## src/rtl/mb_audio_decimator.sv

```systemverilog
// Box-car decimator + offset removal for Mockingboard PSG sums (optional DC blocker: MB_DC_BLOCK_EN).
// Latency: valid rises two edges after the terminal input; one-deep output reg, overwritten (and counted) on overrun.
module mb_audio_decimator #(
  parameter int DECIM      = 1125,
  parameter int SHIFT      = 10,
  parameter int MIDPOINT   = 384,
  parameter int GAIN_SHIFT = 5,
  parameter int DC_K       = 8
) (
  input  logic        clk_logic,
  input  logic        reset,
  input  logic        enable_i,
  input  logic [9:0]  audio_l_i,
  input  logic [9:0]  audio_r_i,
  output logic [15:0] sample_l_o,
  output logic [15:0] sample_r_o,
  output logic        sample_valid_o,
  input  logic        sample_ready_i,
  output logic [7:0]  overrun_count_o
);

  if (DECIM < 2 || DECIM > 2047) begin : g_bad_decim
    $error("mb_audio_decimator: DECIM must be in 2..2047");
  end
  if (DC_K < 1 || DC_K > 23 || MIDPOINT < 0 || MIDPOINT > 2047) begin : g_bad_dc
    $error("mb_audio_decimator: DC_K or MIDPOINT out of range");
  end

  localparam logic [10:0] LAST = 11'(DECIM - 1);

  function automatic logic signed [15:0] sat16(input logic signed [23:0] v);
    if (v > 24'sd32767)
      return 16'sh7FFF;
    else if (v < -24'sd32768)
      return 16'sh8000;
    else
      return v[15:0];
  endfunction

  // Stage 1: accumulate DECIM inputs; terminal input is folded straight into sum.
  logic [10:0] cnt;
  logic [20:0] acc_l, acc_r;
  logic [20:0] sum_l, sum_r;
  logic        stb1;

  always_ff @(posedge clk_logic) begin
    if (reset) begin
      cnt   <= '0;
      acc_l <= '0;
      acc_r <= '0;
      sum_l <= '0;
      sum_r <= '0;
      stb1  <= 1'b0;
    end else if (!enable_i) begin
      cnt   <= '0;
      acc_l <= '0;
      acc_r <= '0;
      stb1  <= 1'b0;
    end else if (cnt == LAST) begin
      sum_l <= acc_l + {11'd0, audio_l_i};
      sum_r <= acc_r + {11'd0, audio_r_i};
      acc_l <= '0;
      acc_r <= '0;
      cnt   <= '0;
      stb1  <= 1'b1;
    end else begin
      acc_l <= acc_l + {11'd0, audio_l_i};
      acc_r <= acc_r + {11'd0, audio_r_i};
      cnt   <= cnt + 11'd1;
      stb1  <= 1'b0;
    end
  end

  // Stage 2: normalise, remove offset, apply gain, saturate.
  logic [10:0]        x_l, x_r;
  logic signed [23:0] y_l, y_r;
  logic signed [15:0] out_l, out_r;
  logic signed [15:0] s2_l, s2_r;
  logic               stb2;

  assign x_l = 11'(sum_l >> SHIFT);
  assign x_r = 11'(sum_r >> SHIFT);

`ifdef MB_DC_BLOCK_EN
  logic [10:0]        xprev_l, xprev_r;
  logic signed [23:0] yprev_l, yprev_r;

  // y carries 8 fractional bits; pole at 1 - 2^-DC_K.
  function automatic logic signed [23:0] dc_next(input logic [10:0] x, input logic [10:0] xp,
                                                 input logic signed [23:0] yp);
    logic signed [23:0] d;
    d = $signed({13'd0, x}) - $signed({13'd0, xp});
    return yp + (d <<< 8) - (yp >>> DC_K);
  endfunction

  always_comb begin
    y_l   = dc_next(x_l, xprev_l, yprev_l);
    y_r   = dc_next(x_r, xprev_r, yprev_r);
    out_l = sat16((y_l >>> 8) <<< GAIN_SHIFT);
    out_r = sat16((y_r >>> 8) <<< GAIN_SHIFT);
  end

  always_ff @(posedge clk_logic) begin
    if (reset) begin
      xprev_l <= '0;
      xprev_r <= '0;
      yprev_l <= '0;
      yprev_r <= '0;
    end else if (stb1) begin
      xprev_l <= x_l;
      xprev_r <= x_r;
      yprev_l <= y_l;
      yprev_r <= y_r;
    end
  end
`else
  localparam logic signed [23:0] MID = 24'(MIDPOINT);

  always_comb begin
    y_l   = ($signed({13'd0, x_l}) - MID) <<< GAIN_SHIFT;
    y_r   = ($signed({13'd0, x_r}) - MID) <<< GAIN_SHIFT;
    out_l = sat16(y_l);
    out_r = sat16(y_r);
  end
`endif

  always_ff @(posedge clk_logic) begin
    if (reset) begin
      s2_l <= '0;
      s2_r <= '0;
      stb2 <= 1'b0;
    end else begin
      stb2 <= stb1;
      if (stb1) begin
        s2_l <= out_l;
        s2_r <= out_r;
      end
    end
  end

  // Stage 3: output register; a new sample always wins over an unaccepted one.
  always_ff @(posedge clk_logic) begin
    if (reset) begin
      sample_l_o      <= '0;
      sample_r_o      <= '0;
      sample_valid_o  <= 1'b0;
      overrun_count_o <= '0;
    end else if (stb2) begin
      sample_l_o     <= s2_l;
      sample_r_o     <= s2_r;
      sample_valid_o <= 1'b1;
      if (sample_valid_o && !sample_ready_i && overrun_count_o != 8'hFF)
        overrun_count_o <= overrun_count_o + 8'd1;
    end else if (sample_valid_o && sample_ready_i) begin
      sample_valid_o <= 1'b0;
    end
  end

endmodule

```

## config.mk

```make
export PLATFORM = sky130hd
export DESIGN_NAME = mb_audio_decimator
export DESIGN_NICKNAME = d
export VERILOG_FILES = /design/src/rtl/mb_audio_decimator.sv
export SDC_FILE = /design/constraint.sdc
export NUM_CORES = 1
export LEC_CHECK = 0
export ABC_AREA = 0
export CAP_MARGIN = 10
export CORE_ASPECT_RATIO = 0.6
export CORE_UTILIZATION = 60
export DETAILED_ROUTE_END_ITERATION = 6
export PLACE_DENSITY = 0.84
export SKIP_LAST_GASP = 1
export SLEW_MARGIN = 10
export SYNTH_ARGS = -nofsm -noshare
export SYNTH_HDL_FRONTEND = slang
export SYNTH_SLANG_ARGS = --single-unit
```

## constraint.sdc

```tcl
create_clock -name clk_logic -period 6.45 [get_ports clk_logic]
set_input_delay 1.29 -clock clk_logic [delete_from_list [all_inputs] [get_ports clk_logic]]
set_output_delay 1.29 -clock clk_logic [all_outputs]
set_load 0.01 [all_outputs]
```

==> flow_metrics.tcl, run 1 <==
set metrics [dict create \
    min_path_cells 2 \
    power.total_mw 2.00 \
    grt.total_usage_pct 26.5 \
    vias 4669 \
    htreeDepth 4 \
    ys_seq_elements 134 \
    critical_path.top_delay_family "compound AO/OA/AOI/OAI gates" \
    yosysWarningCount 0 \
    critPathLaunchType "input port" \
    yosysTopAreaCell "dfxtp_1" \
    core-area_um2 9290 \
    hp-class "reg -> reg" \
    crit_top_cell "o2111ai_1" \
    design.die.area_um2 10100 \
    grt_pass1_vias 4559 \
    grt_setup_unrepaired "false" \
    outcome "finished clean" \
    drt_iter0_markers 279 \
    postCtsSetupBuffers 0 \
    tritoncts "done" \
    fin_tns_setup_ns 0 \
    max_stage_delay_ns 0.46 \
    clk_pin_slew_ns 0.06 \
    cts_buffers 17 \
    rows 27 \
    setup_violations 0 \
    fin_crit_sh_pct 52.9 \
    area_growth_pct 21.8 \
    yosysUniqueCellTypes 48 \
    cp.required_ns 6.77 \
    drv_slew 0 \
    wl_per_cell_um 15.3 \
    gr-total-overflow 0 \
    cp_max_fo 7 \
    synthTopCellsByArea "dfxtp_1 46%, nor2_1 8.8%, a211oi_1 6.2%" \
    synth_ff_type "dfxtp_1" \
    grt_pass1_wl_um 21100 \
    num-nets-final 733 \
    synth_cells 632 \
    drt_first_pass_iters 5 \
    grt_max_degree 83 \
    io_pins 65 \
    ant_nets 0 \
    clockRootBuffer "clkbuf_16" \
    drive_gt1_share_pct 6.76 \
    min-delay-start "sum_r[11]" \
    async_flop_share_pct 0 \
    fin_util_pct 76.3 \
    clock.fmax_mhz 293 \
    max_cap_violations 0 \
    reg2reg_from "stb1" \
    grt_antenna_before_repair 0 \
    fin_skew_ns 0.00999 \
    r2r_slack_ns 3.89 \
    die_y_um 78.3 \
    r2r-end "s2_r[12]" \
    critPathKind "in -> reg" \
    start_util_pct 62.7 \
    viasPerCell 5.66 \
    path_buf_inv 2 \
    synth_top_area_share_pct 46.1 \
    cp_slowest_cell "clkdlybuf4s50_1" \
    synth_edf_count 0 \
    antenna_cells 0 \
    worst-r2r-cell-count 3 \
    cts_buffer_depth 2 \
    synth_fp_nets 683 \
    tightest_slew_ns 1.09 \
    clk_latency_ns 0.42 \
    drt_wl_total_um 12600 \
    synth.most_common_cell "nor2_1" \
    hold_viol_final 0 \
    slew_headroom_pct 27.5 \
    hold_buffers 0 \
    route.detailed.drc 0 \
    path_cells "clkdlybuf4s50_1 > ha_1 > inv_1 > fa_1 > and2b_1 > o2111ai_1 > a31oi_4 > o2111ai_1 > xor2_1 > a211oi_1" \
    layout_min_cycle_time_ns 3.41 \
    min_to "s2_r[6]" \
    avgSynthCellArea_um2 9.21 \
    die_x_um 129 \
    gp_congestion 0.888 \
    cts_resized 0 \
    peakVddDrop_mv 0.199 \
    power_density_nw_per_um2 283 \
    netlist_area_um2 5820 \
    io_buffer_count 64 \
    critPathArrivalTime_ns 3.74 \
    critPathCaptureType "flop" \
    ys_top_cells_by_count "136 x nor2_1, 134 x dfxtp_1, 48 x a211oi_1" \
    cts.sinks 134 \
    yosysSeqAreaShare_pct 46.1 \
    dp.final_hpwl_um 8070 \
    p_leak_nw 2.57 \
    final_area_um2 7090 \
    fillCellCount 647 \
    placed_area_um2 6460 \
]
cell families after synthesis:
| logic type | after synthesis | share of synthesized area (%) |
|---|---|---|
| AOI/OAI and AO/OA | 110 | 13.8 |
| DFF | 134 | 46.1 |
| buffers and inverters | 49 | 3.98 |
| muxes | 28 | 4.81 |
| adders and majority gates | 27 | 6.06 |
| xor gates and xnor gates | 48 | 7.22 |
| and+or+nand+nor | 236 | 18.1 |
power by group:
| group | total [mW] | leakage [nW] | switching (mW) | internal [mW] |
|---|---|---|---|---|
| clock network | 1.03 | 0.302 | 0.375 | 0.651 |
| registers | 0.843 | 1.08 | 0.00483 | 0.839 |
| logic | 0.133 | 1.19 | 0.0771 | 0.0564 |
layout make-up:
cell class              count  area [µm²]  share of cell area (%)
multi-input cells         449        2910                    41.0
flip-flops and latches    134        2680                    37.8
repair buffers             68         666                    9.39
clock buffers              18         429                    6.05
clock inverters            14         198                    2.79
well taps                 130         163                    2.29
inverters                  12        45.0                   0.635
cells in the final DEF (no fill, tap or decap), types with 2 or more instances in the layout:
cell and instances:
bufinv_16 4, o21ai_2 3, a21oi_1 16, o21a_1 2, clkdlybuf4s50_1 63, buf_4 4, a21o_1 8, xnor2_1 26
mux2i_1 28, and3_1 8, fa_1 2, o2111ai_1 5, clkbuf_16 17, dfxtp_1 134, inv_6 4, nand2b_1 5
nand3_1 18, clkinv_2 2, ha_1 25, inv_1 12, o211ai_1 4, nor2_1 136, or3_1 4, nor3_1 13
nand2_1 30, nand4_1 3, clkinvlp_4 2, clkinv_4 2, and2_1 2, a211oi_1 48, o21ai_0 13, nor2b_1 8
xor2_1 22
metal layers:
metal	global-route usage [%]	vias to the layer above	share of wire, %	routed length (µm)
li1	-	2287	-	-
met2	44.8	94	48	6070
met5	0	-	0	0
met4	11.3	0	1.7	218
met1	31.9	2263	46	5850
met3	7.02	25	3.8	475
sequential cells by signal, indices dropped and copies added (netlist names):
| register | cells |
|---|---|
| acc_l | 21 |
| acc_r | 21 |
| s2_l | 12 |
| s2_r | 12 |
| sample_l_o | 12 |
| sample_r_o | 12 |
| cnt | 11 |
| sum_l | 11 |
| sum_r | 11 |
| overrun_count_o | 8 |
| sample_valid_o | 1 |
| stb1 | 1 |
| stb2 | 1 |
how the worst max path moves through the flow:
| stage | startpoint | endpoint | slack [ns] | cells after the start |
|---|---|---|---|---|
| detailed placement | audio_r_i[0] | sum_r[20] | 2.62 | 10 |
| global route | audio_r_i[0] | sum_r[20] | 2.91 | 10 |
| CTS | audio_r_i[0] | sum_r[20] | 3.05 | 10 |
| finish | audio_r_i[0] | sum_r[20] | 3.04 | 10 |
| global placement | audio_r_i[0] | sum_r[20] | 2.73 | 10 |
| floorplan | audio_r_i[0] | sum_r[20] | 3.32 | 9 |
per-stage QoR:
stage          cells  hold WS (ns)  setup slack [ns]
6_report         825         0.472              3.04
5_1_grt          825         0.495              2.91
4_1_cts          825         0.474              3.05
3_5_place_dp     793         0.460              2.62
3_3_place_gp     793         0.456              2.73
2_1_floorplan    632         0.437              3.32
worst min-delay path, delay by kind of cell (launching register included):
kind / cells / cell delay (ns)
AOI/OAI and AO/OA: 1 / 0.06
and+or+nand+nor: 1 / 0.06
DFF: 1 / 0.31
(Power assumes the default switching activity.)
==> inputs of run 2 (changes only) <==
CORE_UTILIZATION = 56   (was 60)
PLACE_DENSITY = 0.79   (was 0.84)
clock period = 3.6 ns   (was 6.45 ns; I/O delays follow)
==> flow_metrics.tcl, run 2 (synthesized netlist as in run 1, its figures left out) <==
set metrics [dict create \
    final_area_um2 7100 \
    gr-total-overflow 0 \
    drv_slew 0 \
    hold_viol_final 0 \
    grt_pass1_wl_um 20300 \
    drive_gt1_share_pct 7.17 \
    core-area_um2 9980 \
    placed_area_um2 6480 \
    outcome "finished clean" \
    area_growth_pct 21.9 \
    r2r-end "sum_r[14]" \
    drt_first_pass_iters 4 \
    postCtsSetupBuffers 0 \
    viasPerCell 5.45 \
    rows 28 \
    worst-r2r-cell-count 9 \
    critical_path.top_delay_family "compound AO/OA/AOI/OAI gates" \
    max_cap_violations 0 \
    critPathCaptureType "flop" \
    grt_setup_unrepaired "false" \
    die_y_um 81.0 \
    cts_buffer_depth 2 \
    gp_congestion 0.844 \
    hp-class "reg -> reg" \
    layout_min_cycle_time_ns 2.90 \
    power_density_nw_per_um2 497 \
    design.die.area_um2 10800 \
    p_leak_nw 2.58 \
    ant_nets 0 \
    antenna_cells 0 \
    num-nets-final 735 \
    fin_crit_sh_pct 80.5 \
    wl_per_cell_um 14.3 \
    final_cell_mix "136 x nor2_1, 134 x dfxtp_1, 63 x clkdlybuf4s50_1, 48 x a211oi_1, 30 x nand2_1" \
    tightest_slew_ns 0.904 \
    hold_buffers 0 \
    grt_pass1_vias 4366 \
    clk_pin_slew_ns 0.06 \
    peakVddDrop_mv 0.387 \
    die_x_um 134 \
    grt_antenna_before_repair 0 \
    power.total_mw 3.53 \
    cp.required_ns 3.92 \
    cp_max_fo 7 \
    clk_latency_ns 0.41 \
    drt_wl_total_um 11900 \
    tritoncts "done" \
    layout_commonest_cell "nor2_1" \
    clockRootBuffer "clkbuf_16" \
    critPathKind "in -> reg" \
    cts_buffers 17 \
    crit_top_cell "o2111ai_1" \
    fillCellCount 754 \
    max_stage_delay_ns 0.46 \
    cp_slowest_cell "clkdlybuf4s50_1" \
    reg2reg_from "acc_r[0]" \
    vias 4535 \
    critPathLaunchType "input port" \
    htreeDepth 4 \
    slew_headroom_pct 39.7 \
    setup_violations 0 \
    fin_tns_setup_ns 0 \
    grt.total_usage_pct 23.7 \
    min_path_cells 2 \
    reg_top3 "acc_l (21), acc_r (21)" \
    io_pins 65 \
    drt_iter0_markers 276 \
    io_buffer_count 64 \
    fin_skew_ns 0.00780 \
    critPathArrivalTime_ns 3.22 \
    route.detailed.drc 0 \
    dp.final_hpwl_um 7890 \
    clock.fmax_mhz 345 \
    min-delay-start "sum_r[12]" \
    cts_resized 0 \
    path_buf_inv 2 \
    path_cells "clkdlybuf4s50_1 > ha_1 > inv_1 > fa_1 > and2b_1 > o2111ai_1 > a31oi_4 > o2111ai_1 > xor2_1 > a211oi_1" \
    start_util_pct 58.3 \
    grt_max_degree 82 \
    cts.sinks 134 \
    r2r_slack_ns 1.17 \
    min_to "s2_r[7]" \
]
==> run 2: worst max path at each step <==
stage,from,to,depth (start not counted)
finish,audio_r_i[0],sum_r[14],10
global route,audio_r_i[0],sum_r[20],10
CTS,audio_r_i[0],sum_r[14],10
detailed placement,audio_r_i[0],sum_r[20],10
global placement,audio_r_i[0],sum_r[20],10
floorplan,audio_r_i[0],sum_r[20],9
==> run 2: worst min-delay path, delay by kind of cell, from the launching register on <==
kind             cells  cell delay [ns]
flip-flops           1             0.31
AND/OR/NAND/NOR      1             0.05
AO/OA/AOI/OAI        1             0.06
==> run 2: metrics by stage <==
step	cells	worst slack [ns]	hold WS, ns	utilization [%]
global route	832	0.567	0.479	71.1
detailed placement	800	0.325	0.458	64.9
floorplan	632	1.04	0.437	-
global placement	800	0.447	0.454	64.9
CTS	832	0.727	0.467	71.1
finish	832	0.703	0.465	71.1
==> run 2: layer usage <==
| metal | global-route usage, % | part of all wire, % | vias to the layer above |
|---|---|---|---|
| met3 | 6.62 | 4.3 | 12 |
| li1 | - | - | 2287 |
| met1 | 30.5 | 48 | 2142 |
| met5 | 0 | 0 | - |
| met4 | 8.18 | 0.85 | 0 |
| met2 | 38.6 | 47 | 94 |
==> run 2: layout make-up <==
type / instances / area, µm² / area share (%)
clock inverter: 14 / 175 / 2.47
tap: 135 / 169 / 2.38
sequential: 134 / 2680 / 37.8
inverter: 12 / 45.0 / 0.634
multi-input combinational: 449 / 2910 / 41.0
timing repair buffer: 70 / 681 / 9.59
clock buffer: 18 / 439 / 6.19
==> run 2: power by group <==
group	internal, mW	switching, mW	total [mW]	leakage (nW)
Clock	1.11	0.664	1.78	0.293
Sequential	1.50	0.00853	1.51	1.08
Combinational	0.102	0.138	0.240	1.20
Total	2.72	0.810	3.53	2.58
